`src/rtl/spi_device_rx_if.sv`:
```
// -----------------------------------------------------------------------------
// spi_device_rx_if
//
// Bundles the SPI pins, the receive FIFO read port and the frame status of
// spi_device_rx so the device and its user connect through one port.
//
//   slave  modport : device view (SPI pins and rd_en/overflow_clear in,
//                    FIFO head, occupancy and frame status out)
//   master modport : host/user view (the mirror image)
//
// Signals:
//   spi_sck, spi_mosi, spi_cs_n : asynchronous SPI pins from the host
//   rd_en                       : pop one FIFO entry (ignored when empty)
//   rd_data[8:0]                : FIFO head, bit 8 = first byte of a frame
//   rd_empty, rd_level          : FIFO empty flag and occupancy
//   frame_done                  : one-cycle pulse when CS_N deasserts
//   frame_len, frame_partial    : length / mid-byte-end flag of last frame
//   overflow, overflow_clear    : sticky FIFO-drop flag and its clear
//   dbg_state[1:0]              : {armed, fsm_state} for debug/observation
//
// Optional MISO path, enabled by defining SPI_DEVICE_RX_MISO_EN:
//   spi_miso, tx_data[7:0], tx_next
//
// Handshake: rd_data is valid in every cycle where rd_empty=0; an entry is
// consumed on a rising sys_clk edge where rd_en=1 and rd_empty=0. There is no
// back-pressure toward the SPI host; a byte arriving on a full FIFO is dropped
// and flagged on overflow.
// -----------------------------------------------------------------------------
`timescale 1ns/1ps

interface spi_device_rx_if #(
  parameter int FIFO_DEPTH = 16
);
  localparam int LW = $clog2(FIFO_DEPTH) + 1;

  logic          spi_sck;
  logic          spi_mosi;
  logic          spi_cs_n;
  logic          rd_en;
  logic [8:0]    rd_data;
  logic          rd_empty;
  logic [LW-1:0] rd_level;
  logic          frame_done;
  logic [15:0]   frame_len;
  logic          frame_partial;
  logic          overflow;
  logic          overflow_clear;
  logic [1:0]    dbg_state;
`ifdef SPI_DEVICE_RX_MISO_EN
  logic          spi_miso;
  logic [7:0]    tx_data;
  logic          tx_next;
`endif

  modport slave (
    input  spi_sck, spi_mosi, spi_cs_n, rd_en, overflow_clear,
    output rd_data, rd_empty, rd_level, frame_done, frame_len,
           frame_partial, overflow, dbg_state
`ifdef SPI_DEVICE_RX_MISO_EN
    , input tx_data
    , output spi_miso, tx_next
`endif
  );

  modport master (
    output spi_sck, spi_mosi, spi_cs_n, rd_en, overflow_clear,
    input  rd_data, rd_empty, rd_level, frame_done, frame_len,
           frame_partial, overflow, dbg_state
`ifdef SPI_DEVICE_RX_MISO_EN
    , output tx_data
    , input spi_miso, tx_next
`endif
  );

endinterface

```
`src/rtl/spi_device_rx.sv`:
```
// -----------------------------------------------------------------------------
// spi_device_rx
//
// Device-side SPI receiver (mode 0, MSB first). SCK, MOSI and CS_N are
// oversampled in sys_clk through SYNC_STAGES synchroniser flops; SCK gets one
// extra history flop for edge detection. Bytes are deserialised and pushed,
// tagged with a first-of-frame bit, into a first-word-fall-through FIFO.
// Frame completion, length, partial-byte termination and FIFO overflow are
// reported. sys_clk must run at least 8x SCK.
//
// Ports:
//   sys_clk : sole clock
//   rst     : synchronous active-high reset
//   bus     : spi_device_rx_if.slave (SPI pins, FIFO read port, status)
//
// Parameters:
//   SYNC_STAGES : synchroniser depth on the SPI inputs (>= 2)
//   FIFO_DEPTH  : receive FIFO entries (power of two, >= 2)
//
// Build option: define SPI_DEVICE_RX_MISO_EN to add the MISO transmit path
// (spi_miso, tx_data, tx_next on the interface). Without it the block is
// receive-only.
// -----------------------------------------------------------------------------
`timescale 1ns/1ps

module spi_device_rx #(
  parameter int SYNC_STAGES = 2,
  parameter int FIFO_DEPTH  = 16
) (
  input logic            sys_clk,
  input logic            rst,
  spi_device_rx_if.slave bus
);

  localparam int AW = $clog2(FIFO_DEPTH);
  localparam int LW = AW + 1;
  localparam logic [LW-1:0] FULL_LVL = LW'(FIFO_DEPTH);

  typedef enum logic [0:0] {
    ST_IDLE   = 1'b0,
    ST_ACTIVE = 1'b1
  } state_e;

  // ---------------------------------------------------------------------------
  // Input synchronisers
  // ---------------------------------------------------------------------------
  // The CS_N chain resets to 0 so that a CS_N held low across reset is never
  // mistaken for a fresh frame start: the receiver only arms after it has seen
  // CS_N high once (see armed_q).
  logic [SYNC_STAGES-1:0] sck_sync_q;
  logic [SYNC_STAGES-1:0] mosi_sync_q;
  logic [SYNC_STAGES-1:0] cs_sync_q;
  logic                   sck_prev_q;
  logic                   sck_sync;
  logic                   mosi_sync;
  logic                   cs_sync;
  logic                   sck_rise;

  always_ff @(posedge sys_clk) begin
    if (rst) begin
      sck_sync_q  <= '0;
      mosi_sync_q <= '0;
      cs_sync_q   <= '0;
      sck_prev_q  <= 1'b0;
    end else begin
      sck_sync_q  <= {sck_sync_q[SYNC_STAGES-2:0], bus.spi_sck};
      mosi_sync_q <= {mosi_sync_q[SYNC_STAGES-2:0], bus.spi_mosi};
      cs_sync_q   <= {cs_sync_q[SYNC_STAGES-2:0], bus.spi_cs_n};
      sck_prev_q  <= sck_sync;
    end
  end

  assign sck_sync  = sck_sync_q[SYNC_STAGES-1];
  assign mosi_sync = mosi_sync_q[SYNC_STAGES-1];
  assign cs_sync   = cs_sync_q[SYNC_STAGES-1];
  assign sck_rise  = sck_sync & ~sck_prev_q;

  // ---------------------------------------------------------------------------
  // Frame FSM and deserialiser
  // ---------------------------------------------------------------------------
  state_e      state_q, state_d;
  logic        armed_q, armed_d;
  logic [7:0]  shift_q, shift_d;
  logic [2:0]  bit_cnt_q, bit_cnt_d;
  logic [15:0] byte_cnt_q, byte_cnt_d;
  logic        first_q, first_d;
  logic        push_q, push_d;
  logic [7:0]  pend_q, pend_d;
  logic        done_q, done_d;
  logic [15:0] len_q, len_d;
  logic        partial_q, partial_d;

`ifdef SPI_DEVICE_RX_MISO_EN
  logic       sck_fall;
  logic [7:0] tx_q, tx_d;
  logic       tx_next_q, tx_next_d;

  assign sck_fall = ~sck_sync & sck_prev_q;
`endif

  always_comb begin
    state_d    = state_q;
    armed_d    = armed_q | cs_sync;
    shift_d    = shift_q;
    bit_cnt_d  = bit_cnt_q;
    byte_cnt_d = byte_cnt_q;
    first_d    = first_q;
    push_d     = 1'b0;
    pend_d     = pend_q;
    done_d     = 1'b0;
    len_d      = len_q;
    partial_d  = partial_q;
`ifdef SPI_DEVICE_RX_MISO_EN
    tx_d       = tx_q;
    tx_next_d  = 1'b0;
`endif

    // The pushed entry consumes the first-of-frame tag.
    if (push_q) first_d = 1'b0;

    case (state_q)
      ST_IDLE: begin
        if (armed_q && !cs_sync) begin
          state_d    = ST_ACTIVE;
          shift_d    = '0;
          bit_cnt_d  = '0;
          byte_cnt_d = '0;
          first_d    = 1'b1;
`ifdef SPI_DEVICE_RX_MISO_EN
          tx_d       = bus.tx_data;
          tx_next_d  = 1'b1;
`endif
        end
      end

      ST_ACTIVE: begin
        if (sck_rise) begin
          shift_d   = {shift_q[6:0], mosi_sync};
          bit_cnt_d = bit_cnt_q + 3'd1;
          if (bit_cnt_q == 3'd7) begin
            // Byte complete: the FIFO write happens next cycle from pend_q.
            push_d = 1'b1;
            pend_d = shift_d;
            if (byte_cnt_q != 16'hffff) byte_cnt_d = byte_cnt_q + 16'd1;
`ifdef SPI_DEVICE_RX_MISO_EN
            tx_d      = bus.tx_data;
            tx_next_d = 1'b1;
`endif
          end
        end
`ifdef SPI_DEVICE_RX_MISO_EN
        // The falling edge right after the 8th rising edge must keep the
        // freshly loaded MSB on the line, hence bit_cnt != 0.
        else if (sck_fall && bit_cnt_q != 3'd0) begin
          tx_d = {tx_q[6:0], 1'b0};
        end
`endif
        // Using the _d counters makes an 8th SCK edge seen in the same cycle
        // as CS_N high count as a completed byte.
        if (cs_sync) begin
          state_d   = ST_IDLE;
          done_d    = 1'b1;
          len_d     = byte_cnt_d;
          partial_d = (bit_cnt_d != 3'd0);
        end
      end

      default: state_d = ST_IDLE;
    endcase
  end

  always_ff @(posedge sys_clk) begin
    if (rst) begin
      state_q    <= ST_IDLE;
      armed_q    <= 1'b0;
      shift_q    <= '0;
      bit_cnt_q  <= '0;
      byte_cnt_q <= '0;
      first_q    <= 1'b0;
      push_q     <= 1'b0;
      pend_q     <= '0;
      done_q     <= 1'b0;
      len_q      <= '0;
      partial_q  <= 1'b0;
    end else begin
      state_q    <= state_d;
      armed_q    <= armed_d;
      shift_q    <= shift_d;
      bit_cnt_q  <= bit_cnt_d;
      byte_cnt_q <= byte_cnt_d;
      first_q    <= first_d;
      push_q     <= push_d;
      pend_q     <= pend_d;
      done_q     <= done_d;
      len_q      <= len_d;
      partial_q  <= partial_d;
    end
  end

`ifdef SPI_DEVICE_RX_MISO_EN
  always_ff @(posedge sys_clk) begin
    if (rst) begin
      tx_q      <= '0;
      tx_next_q <= 1'b0;
    end else begin
      tx_q      <= tx_d;
      tx_next_q <= tx_next_d;
    end
  end

  assign bus.spi_miso = (state_q == ST_ACTIVE) ? tx_q[7] : 1'b0;
  assign bus.tx_next  = tx_next_q;
`endif

  // ---------------------------------------------------------------------------
  // Receive FIFO (first-word-fall-through)
  // ---------------------------------------------------------------------------
  logic [8:0]    mem_q [FIFO_DEPTH];
  logic [AW-1:0] wr_ptr_q, rd_ptr_q;
  logic [LW-1:0] level_q, level_d;
  logic          ovf_q, ovf_d;
  logic          pop;
  logic          full;
  logic          wr_en;
  logic          drop;

  assign pop   = bus.rd_en && (level_q != '0);
  assign full  = (level_q == FULL_LVL);
  // A pop in the same cycle frees the slot, so a full FIFO still accepts.
  assign wr_en = push_q && (!full || pop);
  assign drop  = push_q && full && !pop;

  always_comb begin
    level_d = level_q;
    if (wr_en && !pop)      level_d = level_q + LW'(1);
    else if (!wr_en && pop) level_d = level_q - LW'(1);

    ovf_d = ovf_q;
    if (bus.overflow_clear) ovf_d = 1'b0;
    if (drop)               ovf_d = 1'b1;
  end

  always_ff @(posedge sys_clk) begin
    if (rst) begin
      wr_ptr_q <= '0;
      rd_ptr_q <= '0;
      level_q  <= '0;
      ovf_q    <= 1'b0;
    end else begin
      if (wr_en) wr_ptr_q <= wr_ptr_q + AW'(1);
      if (pop)   rd_ptr_q <= rd_ptr_q + AW'(1);
      level_q <= level_d;
      ovf_q   <= ovf_d;
    end
  end

  // Storage is not reset; rd_data is forced to 0 while empty instead.
  always_ff @(posedge sys_clk) begin
    if (!rst && wr_en) mem_q[wr_ptr_q] <= {first_q, pend_q};
  end

  // ---------------------------------------------------------------------------
  // Outputs
  // ---------------------------------------------------------------------------
  assign bus.rd_data       = (level_q == '0) ? 9'h000 : mem_q[rd_ptr_q];
  assign bus.rd_empty      = (level_q == '0);
  assign bus.rd_level      = level_q;
  assign bus.frame_done    = done_q;
  assign bus.frame_len     = len_q;
  assign bus.frame_partial = partial_q;
  assign bus.overflow      = ovf_q;
  assign bus.dbg_state     = {armed_q, state_q};

endmodule
```
`src/flat_wrapper.sv`:
```
// flat-port wrapper written by rule: the top's interface ports become plain ports
module spi_device_rx_flat 
#(
  parameter int SYNC_STAGES = 2,
  parameter int FIFO_DEPTH  = 16
)
  (sys_clk, rst, bus_spi_sck, bus_spi_mosi, bus_spi_cs_n, bus_rd_en, bus_overflow_clear, bus_rd_data, bus_rd_empty, bus_rd_level, bus_frame_done, bus_frame_len, bus_frame_partial, bus_overflow, bus_dbg_state);
  spi_device_rx_if #(.FIFO_DEPTH(FIFO_DEPTH)) bus_i ();
  input logic sys_clk;
  input logic rst;
  input wire logic [$bits(bus_i.spi_sck)-1:0] bus_spi_sck;
  input wire logic [$bits(bus_i.spi_mosi)-1:0] bus_spi_mosi;
  input wire logic [$bits(bus_i.spi_cs_n)-1:0] bus_spi_cs_n;
  input wire logic [$bits(bus_i.rd_en)-1:0] bus_rd_en;
  input wire logic [$bits(bus_i.overflow_clear)-1:0] bus_overflow_clear;
  output wire logic [$bits(bus_i.rd_data)-1:0] bus_rd_data;
  output wire logic [$bits(bus_i.rd_empty)-1:0] bus_rd_empty;
  output wire logic [$bits(bus_i.rd_level)-1:0] bus_rd_level;
  output wire logic [$bits(bus_i.frame_done)-1:0] bus_frame_done;
  output wire logic [$bits(bus_i.frame_len)-1:0] bus_frame_len;
  output wire logic [$bits(bus_i.frame_partial)-1:0] bus_frame_partial;
  output wire logic [$bits(bus_i.overflow)-1:0] bus_overflow;
  output wire logic [$bits(bus_i.dbg_state)-1:0] bus_dbg_state;
  assign bus_i.spi_sck = bus_spi_sck;
  assign bus_i.spi_mosi = bus_spi_mosi;
  assign bus_i.spi_cs_n = bus_spi_cs_n;
  assign bus_i.rd_en = bus_rd_en;
  assign bus_i.overflow_clear = bus_overflow_clear;
  assign bus_rd_data = bus_i.rd_data;
  assign bus_rd_empty = bus_i.rd_empty;
  assign bus_rd_level = bus_i.rd_level;
  assign bus_frame_done = bus_i.frame_done;
  assign bus_frame_len = bus_i.frame_len;
  assign bus_frame_partial = bus_i.frame_partial;
  assign bus_overflow = bus_i.overflow;
  assign bus_dbg_state = bus_i.dbg_state;
  spi_device_rx #(.SYNC_STAGES(SYNC_STAGES), .FIFO_DEPTH(FIFO_DEPTH)) u_core (.sys_clk(sys_clk), .rst(rst), .bus(bus_i));
endmodule
```
`config.mk`:
```
export PLATFORM = sky130hd
export DESIGN_NAME = spi_device_rx_flat
export DESIGN_NICKNAME = d
export VERILOG_FILES = /design/src/rtl/spi_device_rx_if.sv /design/src/rtl/spi_device_rx.sv /design/src/flat_wrapper.sv
export SDC_FILE = /design/constraint.sdc
export NUM_CORES = 1
export LEC_CHECK = 0
export BUFFER_PORTS_ARGS = -buffer_cell sky130_fd_sc_hd__buf_2
export CAP_MARGIN = 0
export CORE_MARGIN = 2
export CORE_UTILIZATION = 35
export DETAILED_ROUTE_END_ITERATION = 16
export HOLD_SLACK_MARGIN = 0.06
export SKIP_CTS_REPAIR_TIMING = 1
export SLEW_MARGIN = 10
export SYNTH_ARGS = -nofsm -noshare
export SYNTH_HDL_FRONTEND = slang
export SYNTH_SLANG_ARGS = --single-unit
```
`constraint.sdc`:
```
create_clock -name sys_clk -period 3.3 [get_ports sys_clk]
set_input_delay 0.33 -clock sys_clk [delete_from_list [all_inputs] [get_ports sys_clk]]
set_output_delay 0.33 -clock sys_clk [all_outputs]
set_load 0.02 [all_outputs]
```
== After elaboration in Yosys (flattened, before gate mapping) ==
Memory sizes are Yosys's and may differ from the RTL's. A register that Yosys moved wholly into a read port is not among the register bits.
Cells that the tools add are included.

* Memories: 1
* Input port bits: 7
* RAM bits: 144
* Logic and storage cells: 89
* Register bits: 77
* Output and inout port bits: 36

* Mux-type cells: 29
* Eq/ne operators: 5
* Bitwise gates (word level): 5
* Reduce and logical (&&, ||, !) cells: 24
* $add $sub $neg: 6

{| class="wikitable"
|+ Memories
! memory !! words !! bits a word !! rd ports !! clocked after memory_dff !! write ports !! line !! text
|-
| u_core.mem_q || 16 || 9 || 1 || 1 || 1 || spi_device_rx.sv:218 || <nowiki>logic [8:0] mem_q [FIFO_DEPTH];</nowiki>
|}

{| class="wikitable"
|+ Operators by type and width
! kind !! number
|-
| 2-to-1 mux 16 bit || 4
|-
| one-hot mux 16 bit (2 select lines) || 1
|-
| adder 16 x 1 -> 16 bit, second input constant || 1
|-
| inequality test 16 bit, second input constant || 1
|-
| 2-to-1 mux 7 bit || 2
|-
| one-hot mux 7 bit (2 select lines) || 1
|-
| 2-to-1 mux 1 bit || 11
|-
| 2-to-1 mux 5 bit || 2
|-
| 2-to-1 mux 3 bit || 3
|-
| 2-to-1 mux 9 bit || 1
|-
| adder 4 x 1 -> 4 bit, second input constant || 2
|-
| logical AND 1 bit || 8
|-
| 2-to-1 mux 4 bit || 2
|-
| one-hot mux 3 bit (2 select lines) || 1
|-
| adder 5 x 1 -> 5 bit, second input constant || 1
|-
| == test 5 bit, second input constant || 1
|-
| zero test 1 bit || 5
|-
| zero test 5 bit || 1
|-
| nonzero test 5 bit || 1
|-
| subtractor 5 x 1 -> 5 bit, second input constant || 1
|-
| inequality test 2 x 1 -> 1 bit, second input constant || 2
|-
| AND reduction 2 bit || 2
|-
| nonzero test 2 bit || 2
|-
| adder 3 x 1 -> 3 bit, second input constant || 1
|-
| 10 further kinds || 12
|}

== Logic depth before layout (Yosys ltp) ==
Gate-level depths: netlist (run 1).

* Depth after elaboration: 8
* Depth in mapped cells: 12
* Gate-level depth less buffers: 11

== Worst setup path after synthesis (run 1) ==
OpenSTA, ideal clock, no wires.

* Path kind: reg-to-reg
* Start: register u_core.level_q[0] (netlist: u_core.bus.rd_level[0])
* End: register u_core.level_q[4] (netlist: u_core.bus.rd_level[4])
* Stages on the path, launching flop included: 13
* Arrival time: 3.015 ns
* Required time: 3.229 ns
* Setup time: 0.071 ns
* Path buffers: 1
* Setup slack: 0.215 ns
* Clock period less this slack: 3.085 ns
* Cell sequence: dfxtp_1 -> or4_4 -> or2_2 -> clkbuf_1 -> nand2_1 -> ha_1 -> inv_1 -> fa_1 -> a21o_1 -> a21oi_1 -> xnor2_1 -> or3_1 -> a21oi_1

* Cells in the longest elaborated chain, start to end: 7
* Elaborated cells on any way between the ends: 15
* Those cells by class: add/sub: 2; eq/ne: 1; mux: 2; reduce/logical: 10

{| class="wikitable"
|+ Ends and longest elaborated chain
! item !! line !! text
|-
| start: declaration || spi_device_rx.sv:220 || <nowiki>logic [LW-1:0] level_q, level_d;</nowiki>
|-
| start signal: assignment || spi_device_rx.sv:252 || <nowiki>level_q <= level_d;</nowiki>
|-
| parallel branches: the longest is 7 deep, another holds subtractor 5 x 1 -> 5 bit || - ||
|}

Parallel ways; which one is timed is not known. The select of a mux whose other input is x is not followed.
A chain may end at the register's enable or synchronous reset.

== Worst setup path in the final report (run 1) ==
Same ends and word-level chain as after synthesis.

==> out/results.txt, run 1 <==
status -> finished, final reports clean
final routed DRC violation total -> 0
Initial DRC Count -> 332
Critical Path Max Stage Delay -> 0.56 ns
Hold Startpoint -> bus_overflow_clear
final hold vios -> 0
final setup fails -> 0
WL per Instance -> 17.3 µm
Post-Syn Instances -> 636
Max Freq -> 325 MHz
vias -> 5201
Post-Route WL -> 18000 µm
GR Overflow Total -> 0
core footprint -> 0.0253 mm²
Cell variety after synth -> 53
DIE WIDTH -> 165 µm
worst hold path type -> in -> reg
hpwl dp -> 11600 µm
met3 routed WL -> 889 µm
TNS Setup -> 0 ns
CP max FO -> 6
CTS clk-pin slew, worst paths -> 0.06 ns
insertion delay to the later sink of the worst-skew pair -> 0.52 ns
fill count -> 2339
CP cell instances -> or4_4 -> or2_2 -> nand2_2 -> ha_1 -> inv_1 -> fa_1 -> a21o_1 -> a21oi_2 -> xnor2_1 -> or3_1 -> a21oi_1
static leakage -> 3.54 nW
Yosys reg bits -> 225
Hold Path Sink -> u_core.bus.overflow$_SDFFE_PP0P_
crit path DAT -> 3.52 ns
WL met1 -> 8460 µm
reg2reg setup slack -> 0.23 ns
hold depth -> 3
I/O pin count -> 43
post-route ant nets -> 0
Synth area leader -> edfxtp_1
Final Net Count -> 714
Setup crit end kind -> register
Top delay family on crit path -> simple AND/OR/NAND/NOR gates
top cells by area, synth -> edfxtp_1 48%, dfxtp_1 18%, mux4_2 9.0%
ys flop type -> edfxtp_1
CTS Buffer Depth -> 3
Cell Count, Final, Fillers Out -> 1042
Die ar. -> 0.0271 mm²
Buffers on Ports -> 42
EDFF count, synth -> 144
clk_skew -> 0.0203 ns
area occupied by multi-input gates -> 0.00288 mm²
Post-Syn Area -> 0.00902 mm²
post-placement cell count -> 995
Pwr Density -> 622 mW/mm²
Starting Density -> 35.7%
kind of critical path -> reg -> reg
vias in the first global route -> 5206
fin crit share -> 93.1%
Synth top area share -> 47.9%
H-Tree Level Count -> 1
worst path bufs/invs -> 1
area delta synth->final -> 15.9%
FF-to-FF path depth -> 11
CTS root buf -> clkbuf_16
final slew viol count -> 0
initial antenna violation count -> 0
largest net degree at the start of global routing -> 41
syn_nets -> 656
TritonCTS Buffers -> 24
DRT Pass-1 Iters -> 5
top sig layer -> met4
Die H -> 165 µm
Synthesis Warnings -> 0
Register Area -> 0.00595 mm²
most instantiated library cell after synthesis -> edfxtp_1
RSZ-0062 raised after global routing -> no
vias per cell -> 4.99
Mean Syn Cell Area -> 14.2 µm²
CP Launch Point -> u_core.bus.rd_level[0]$_SDFFE_PP0P_
RePlAce Congestion -> 0.739
r2r endpoint -> u_core.bus.rd_level[4]$_SDFFE_PP0P_
startpoint types -> register
Row Count -> 58
RR Startpoint -> u_core.bus.rd_level[0]$_SDFFE_PP0P_
WP data required -> 3.74 ns
clock sinks -> 225
GRT Overall Usage -> 13.7%
top post-synthesis cells by count -> 144 x edfxtp_1, 81 x dfxtp_1, 53 x nand2_1, 45 x nor2_1, 36 x mux4_2
slowest cell on the critical path -> or4_4
CTS tree -> built
Max VDD drop -> 0.000358 V
post-layout minimum cycle time -> 3.07 ns
fraction of registers with async set/reset -> 0%
Seq/Total Area, Yosys -> 65.9%
layout cells sized above 1 -> 20.6%
max-capacitance violation count -> 0
slew margin rel. -> 46.6%
diodes inserted -> 0
metal2 WL -> 8330 µm
Worst Max-Slew Pin Slew -> 0.800 ns
first-pass GRT wire length -> 28800 µm
## metal layers
layer / track usage, % / vias to the layer above
met3: 2.13 / 25
met5: 0 / -
met4: 3.75 / 0
met1: 19.6 / 2533
met2: 21.8 / 110
li1: - / 2533
## logic make-up (layout without fill, tap and decap cells)
group | Yosys count | after routing | synth area share (%)
muxes | 59 | 59 | 11.5
adders and majority gates | 13 | 13 | 1.89
DFF | 225 | 225 | 65.9
xor gates and xnor gates | 21 | 21 | 2.04
buffers and inverters | 47 | 123 | 2.23
AOI/OAI and AO/OA | 103 | 103 | 6.92
and+or+nand+nor | 168 | 168 | 9.46
## power by group
group	switching [mW]	total [mW]	internal [mW]	leakage, nW
clock network	1.06	2.51	1.46	0.361
logic	0.495	0.921	0.427	1.19
registers	0.0624	3.07	3.00	1.99
total	1.61	6.50	4.89	3.54
## per-stage QoR
stage	utilization, %	instance area (µm²)	power, mW	hold slack (ns)	worst slack (ns)
after floorplan	-	9020	3.81	0.414	0.215
after global placement	38.3	9670	4.05	0.422	0.227
after detailed placement	38.3	9670	4.06	0.423	0.180
after CTS	41.3	10400	6.59	0.0185	0.167
after global routing	41.4	10500	6.77	0.0831	0.0375
final	41.4	10500	6.50	0.0818	0.226
## how the worst max path moves through the flow
stage,slack (ns),to,depth (start not counted)
global placement,0.23,u_core.bus.rd_level[4]$_SDFFE_PP0P_,11
CTS,0.17,u_core.bus.rd_level[4]$_SDFFE_PP0P_,11
detailed placement,0.18,u_core.bus.rd_level[4]$_SDFFE_PP0P_,11
finish,0.23,u_core.bus.rd_level[4]$_SDFFE_PP0P_,11
floorplan,0.21,u_core.bus.rd_level[4]$_SDFFE_PP0P_,12
global route,0.04,u_core.bus.rd_level[4]$_SDFFE_PP0P_,11
## final cells by class
type / instances / share of cell area, %
clock inverter: 16 / 1.07
multi-input combinational: 364 / 27.5
clock buffer: 28 / 6.09
sequential: 225 / 56.9
inverter: 11 / 0.395
tap: 330 / 3.95
timing repair buffer: 68 / 4.07
## worst reg2reg max path, stage by stage, from the launching register on
cell,delay [ns]
dfxtp_1,0.37
or4_4,0.56
or2_2,0.35
nand2_2,0.13
ha_1,0.21
inv_1,0.11
fa_1,0.41
a21o_1,0.18
a21oi_2,0.15
xnor2_1,0.09
or3_1,0.31
a21oi_1,0.14
## flip-flops by register name, summed over array words and instances (netlist names), 4 cells and up, named ones only
signal,cells
u_core.byte_cnt_q,16
u_core.pend_q,8
u_core.bus.rd_level,5
u_core.mem_q,144
u_core.wr_ptr_q,4
u_core.rd_ptr_q,4
u_core.bus.frame_len,16
u_core.shift_q,7
## cell usage in the layout, fill, tap and decap left out, types with 11 or more instances in the layout
master and n:
dfxtp_1 80, nand3_1 13, o21ai_0 26, mux4_2 36, a21oi_1 28, inv_1 11
edfxtp_1 144, xor2_1 12, nand2_1 52, mux2i_1 23, clkbuf_16 25, buf_2 42
nor2_1 45, buf_4 22, ha_1 12
Power figures use the tool's default switching activity.
==> run 2, diff against run 1 <==
- BUFFER_PORTS_ARGS: -buffer_cell sky130_fd_sc_hd__buf_2 -> unset
- CTS_BUF_LIST: unset -> sky130_fd_sc_hd__clkbuf_16
- DONT_BUFFER_PORTS: unset -> 1
==> out/results.txt, run 2 (synthesized netlist as in run 1, its figures left out) <==
Starting Density -> 35.7%
slew margin rel. -> 54.8%
Max VDD drop -> 0.000359 V
final slew viol count -> 0
final hold vios -> 0
CTS root buf -> clkbuf_16
max reg flops -> 144
hpwl dp -> 11900 µm
Pwr Total -> 6.32 mW
Die H -> 165 µm
CTS Buffer Depth -> 3
commonest non-fill, non-tap cell in the layout -> edfxtp_1
initial antenna violation count -> 0
vias per cell -> 5.19
WP data required -> 3.75 ns
final setup fails -> 0
clk_skew -> 0.0188 ns
commonest cells after routing, fill and taps aside -> 144 x edfxtp_1, 80 x dfxtp_1, 53 x nand2_1, 45 x nor2_1, 36 x mux4_2
area delta synth->final -> 13.6%
CP Launch Point -> u_core.bus.rd_level[3]$_SDFFE_PP0P_
DIE WIDTH -> 165 µm
post-layout minimum cycle time -> 2.99 ns
diodes inserted -> 0
layout cells sized above 1 -> 15.6%
DRT Pass-1 Iters -> 4
GR Overflow Total -> 0
clock sinks -> 225
H-Tree Level Count -> 1
I/O pin count -> 43
vias in the first global route -> 5239
GRT met1 Usage -> 18.8%
RSZ-0062 raised after global routing -> no
GRT Overall Usage -> 13.8%
Biggest register -> u_core.mem_q
Hold Startpoint -> bus_rd_en
first-pass GRT wire length -> 29100 µm
vias -> 5210
met2 Usage GRT -> 22.7%
RR Startpoint -> u_core.bus.rd_level[3]$_SDFFE_PP0P_
Pwr Density -> 617 mW/mm²
Setup crit end kind -> register
CTS tree -> built
TritonCTS Buffers -> 24
post-route ant nets -> 0
startpoint types -> register
TNS Setup -> 0 ns
Buffers on Ports -> 0
CP max FO -> 5
CTS clk-pin slew, worst paths -> 0.06 ns
status -> finished, final reports clean
M3 GR Usage -> 2.79%
fin crit share -> 90.5%
Die ar. -> 0.0271 mm²
WL per Instance -> 18.4 µm
Worst Max-Slew Pin Slew -> 0.677 ns
Max Freq -> 335 MHz
Initial DRC Count -> 374
core footprint -> 0.0253 mm²
static leakage -> 3.36 nW
Final Net Count -> 678
max-capacitance violation count -> 0
Row Count -> 58
final routed DRC violation total -> 0
crit path DAT -> 3.43 ns
kind of critical path -> reg -> reg
Post-Route WL -> 18400 µm
RePlAce Congestion -> 0.766
worst hold path type -> in -> reg
insertion delay to the later sink of the worst-skew pair -> 0.51 ns
GRT busiest layer -> met2
largest net degree at the start of global routing -> 52
-- run 2: routing by layer --
layer / up-vias / part of all wire [%]
li1: 2447 / -
met1: 2611 / 46
met2: 130 / 48
met3: 22 / 4.9
met4: 0 / 1.5
met5: - / 0
-- run 2: area by class of cell --
cell class	instances	area, µm²
Fill cell	2361	15000
Tap cell	330	413
Clock inverter	18	93.8
Clock buffer	24	601
Multi-Input combinational cell	364	2870
Inverter	11	41.3
Timing Repair Buffer	32	278
Sequential cell	225	5950
-- run 2: worst max-delay path, cell delays in order, from the launching register on --
cell	delay (ns)
dfxtp_1	0.40
or4_4	0.46
or2_2	0.30
nand2_1	0.15
ha_1	0.21
inv_1	0.10
fa_1	0.42
a21o_1	0.18
a21oi_1	0.17
xnor2_1	0.09
or3_1	0.30
a21oi_1	0.14
-- run 2: report_power, final --
part / switching (mW) / internal (mW) / leakage (nW)
combinational: 0.515 / 0.398 / 1.01
sequential: 0.0397 / 3.00 / 1.99
clock: 1.05 / 1.32 / 0.359
-- run 2: through the flow --
step	cell area, µm²	hold slack [ns]	util [%]	std cells	setup WS, ns
after CTS	10200	-0.141	40.3	998	0.296
after floorplan	9020	0.414	-	636	0.215
after global placement	9480	0.407	37.5	956	0.381
after detailed placement	9480	0.408	37.5	956	0.316
final	10200	0.116	40.6	1004	0.313
after global routing	10200	0.108	40.6	1004	0.176
-- run 2: worst paths after layout --
kind / end / slack (ns) / cells past startpoint
setup / recovery: u_core.bus.rd_level[4]$_SDFFE_PP0P_ / 0.31 / 11
setup reg to reg: u_core.bus.rd_level[4]$_SDFFE_PP0P_ / 0.31 / 11
hold / removal: register / 0.12 / 3
hold reg to reg: u_core.cs_sync_q[1]$_SDFF_PP0_ / 0.44 / 1
==> run 3, diff against run 2 <==
- ABC_AREA: unset -> 1
- CAP_MARGIN: 0 -> 20
- CORE_UTILIZATION: 35 -> 54
- PLACE_DENSITY: unset -> 0.69
==> out/results.txt, run 3 <==
max reg flops -> 144
GRT Overall Usage -> 21.7%
H-Tree Level Count -> 1
Die ar. -> 0.0185 mm²
slew margin rel. -> 41.2%
TritonCTS Buffers -> 23
vias in the first global route -> 6092
Die H -> 136 µm
Max VDD drop -> 0.000482 V
diodes inserted -> 0
RePlAce Congestion -> 0.804
area delta synth->final -> 10.3%
Mean Syn Cell Area -> 10.5 µm²
worst path bufs/invs -> 2
final hold vios -> 0
ys flop type -> edfxtp_1
Cell variety after synth -> 43
Buffers on Ports -> 0
Yosys reg bits -> 225
Biggest register -> u_core.mem_q
GR Overflow Total -> 0
vias per cell -> 5.67
CTS root buf -> clkbuf_16
I/O pin count -> 43
setup ws final -> 0.265 ns
Setup crit end kind -> output port
clk_skew -> 0.00887 ns
RSZ-0062 raised after global routing -> no
final routed DRC violation total -> 0
final instance area -> 0.0104 mm²
Synthesis Warnings -> 0
Final Net Count -> 922
crit path DAT -> 2.70 ns
CTS tree -> built
CTS Buffer Depth -> 3
CP cell instances -> inv_2 -> buf_4 -> o21bai_1 -> o221ai_1 -> nand3_1 -> a21oi_1
initial antenna violation count -> 0
DIE WIDTH -> 136 µm
syn_nets -> 914
Post-Syn Area -> 0.00940 mm²
Max Freq -> 330 MHz
Post-Syn Instances -> 894
max-capacitance violation count -> 0
WL per Instance -> 17.6 µm
RR Startpoint -> u_core.bus.rd_level[0]$_SDFFE_PP0P_
Critical Path Max Stage Delay -> 0.59 ns
DRT Pass-1 Iters -> 5
fin crit share -> 92.0%
Post-Route WL -> 20200 µm
final setup fails -> 0
CP max FO -> 46
fraction of registers with async set/reset -> 0%
top cells by area, synth -> edfxtp_1 46%, dfxtp_1 17%, nand2_1 5.4%
CTS clk-pin slew, worst paths -> 0.06 ns
largest net degree at the start of global routing -> 73
most instantiated library cell after synthesis -> edfxtp_1
WP data required -> 2.97 ns
Hold Startpoint -> rst
Row Count -> 48
placed cell area -> 0.00961 mm²
Worst Max-Slew Pin Slew -> 0.882 ns
commonest cells after routing, fill and taps aside -> 144 x edfxtp_1, 135 x nand2_1, 120 x nor2_1, 79 x dfxtp_1, 70 x nand3_1
worst hold path type -> in -> reg
Initial DRC Count -> 505
final slew viol count -> 0
hpwl dp -> 12500 µm
core footprint -> 0.0172 mm²
Synth area leader -> edfxtp_1
post-layout minimum cycle time -> 3.03 ns
clock sinks -> 225
dpl ws -> 0.678 ns
kind of critical path -> reg -> out
Pwr Density -> 670 mW/mm²
slowest cell on the critical path -> dfxtp_2
status -> finished, final reports clean
startpoint types -> register
post-route ant nets -> 0
Top delay family on crit path -> compound AO/OA/AOI/OAI gates
Starting Density -> 54.7%
layout cells sized above 1 -> 9.15%
commonest non-fill, non-tap cell in the layout -> edfxtp_1
Seq/Total Area, Yosys -> 63.2%
top post-synthesis cells by count -> 144 x edfxtp_1, 135 x nand2_1, 120 x nor2_1, 81 x dfxtp_1, 70 x nand3_1
insertion delay to the later sink of the worst-skew pair -> 0.50 ns
TNS Setup -> 0 ns
first-pass GRT wire length -> 31700 µm
EDFF count, synth -> 144
static leakage -> 3.72 nW
Synth top area share -> 46.0%
vias -> 6477
run 3: where the power goes:
part,total (mW),switching (mW),leakage [nW],internal [mW]
Sequential,3.23,0.210,1.99,3.02
Combinational,1.37,0.892,1.39,0.482
Clock,2.34,1.03,0.348,1.31
Total,6.95,2.13,3.72,4.82
run 3: layout make-up:
cell class,count,area (µm²)
fill,1443,6800
sequential,225,5950
multi-input combinational,564,2980
clock buffer,24,601
tap,225,282
timing repair buffer,27,250
inverter,61,229
clock inverter,17,81.3
run 3: path summary, 6_finish.rpt:
kind,end,slack [ns],cells after the start
min,u_core.byte_cnt_q[1]$_SDFFE_PP0P_,0.09,3
min reg2reg,u_core.mosi_sync_q[1]$_SDFF_PP0_,0.40,2
max reg2reg,u_core.bus.rd_level[4]$_SDFFE_PP0P_,0.67,15
max,bus_rd_data[7],0.27,6
run 3: cell families after synthesis:
group	count (synthesis)	synth area share, %
and+or+nand+nor	360	16.9
buffers and inverters	105	5.04
DFF	225	63.2
xor gates and xnor gates	6	0.559
adders and majority gates	13	1.81
AOI/OAI and AO/OA	185	12.5
run 3: worst reg2reg max path, stage by stage, from the launching register on:
cell and delay, ns:
dfxtp_1 0.57, nor2_1 0.09, nand3_1 0.10, nor3_1 0.07, nor2_2 0.22, ha_1 0.25, inv_1 0.11, fa_1 0.41
a21o_1 0.17, a21oi_1 0.16, nor2_1 0.06, nor2_1 0.08, nand2_1 0.07, nand2_1 0.06, nand2_1 0.04, nor2_1 0.10
run 3: layer usage:
metal | vias to the layer above | part of all wire (%) | wire, µm | track usage, %
met4 | 0 | 2.2 | 435 | 6.25
met3 | 30 | 6.4 | 1280 | 3.32
met1 | 3098 | 46 | 9360 | 32.0
met2 | 201 | 45 | 9090 | 33.7
li1 | 3148 | - | - | -
met5 | - | 0 | 0 | 0
run 3: metrics by stage:
stage                     cells  hold slack, ns  total power, mW  utilization (%)
after detailed placement   1096           0.396             4.61             56.0
after CTS                  1137          -0.125             6.95             59.9
after global placement     1096           0.395             4.60             56.0
final                      1143          0.0901             6.95             60.4
after floorplan             894           0.388             4.32                -
after global routing       1143          0.0968             7.27             60.4
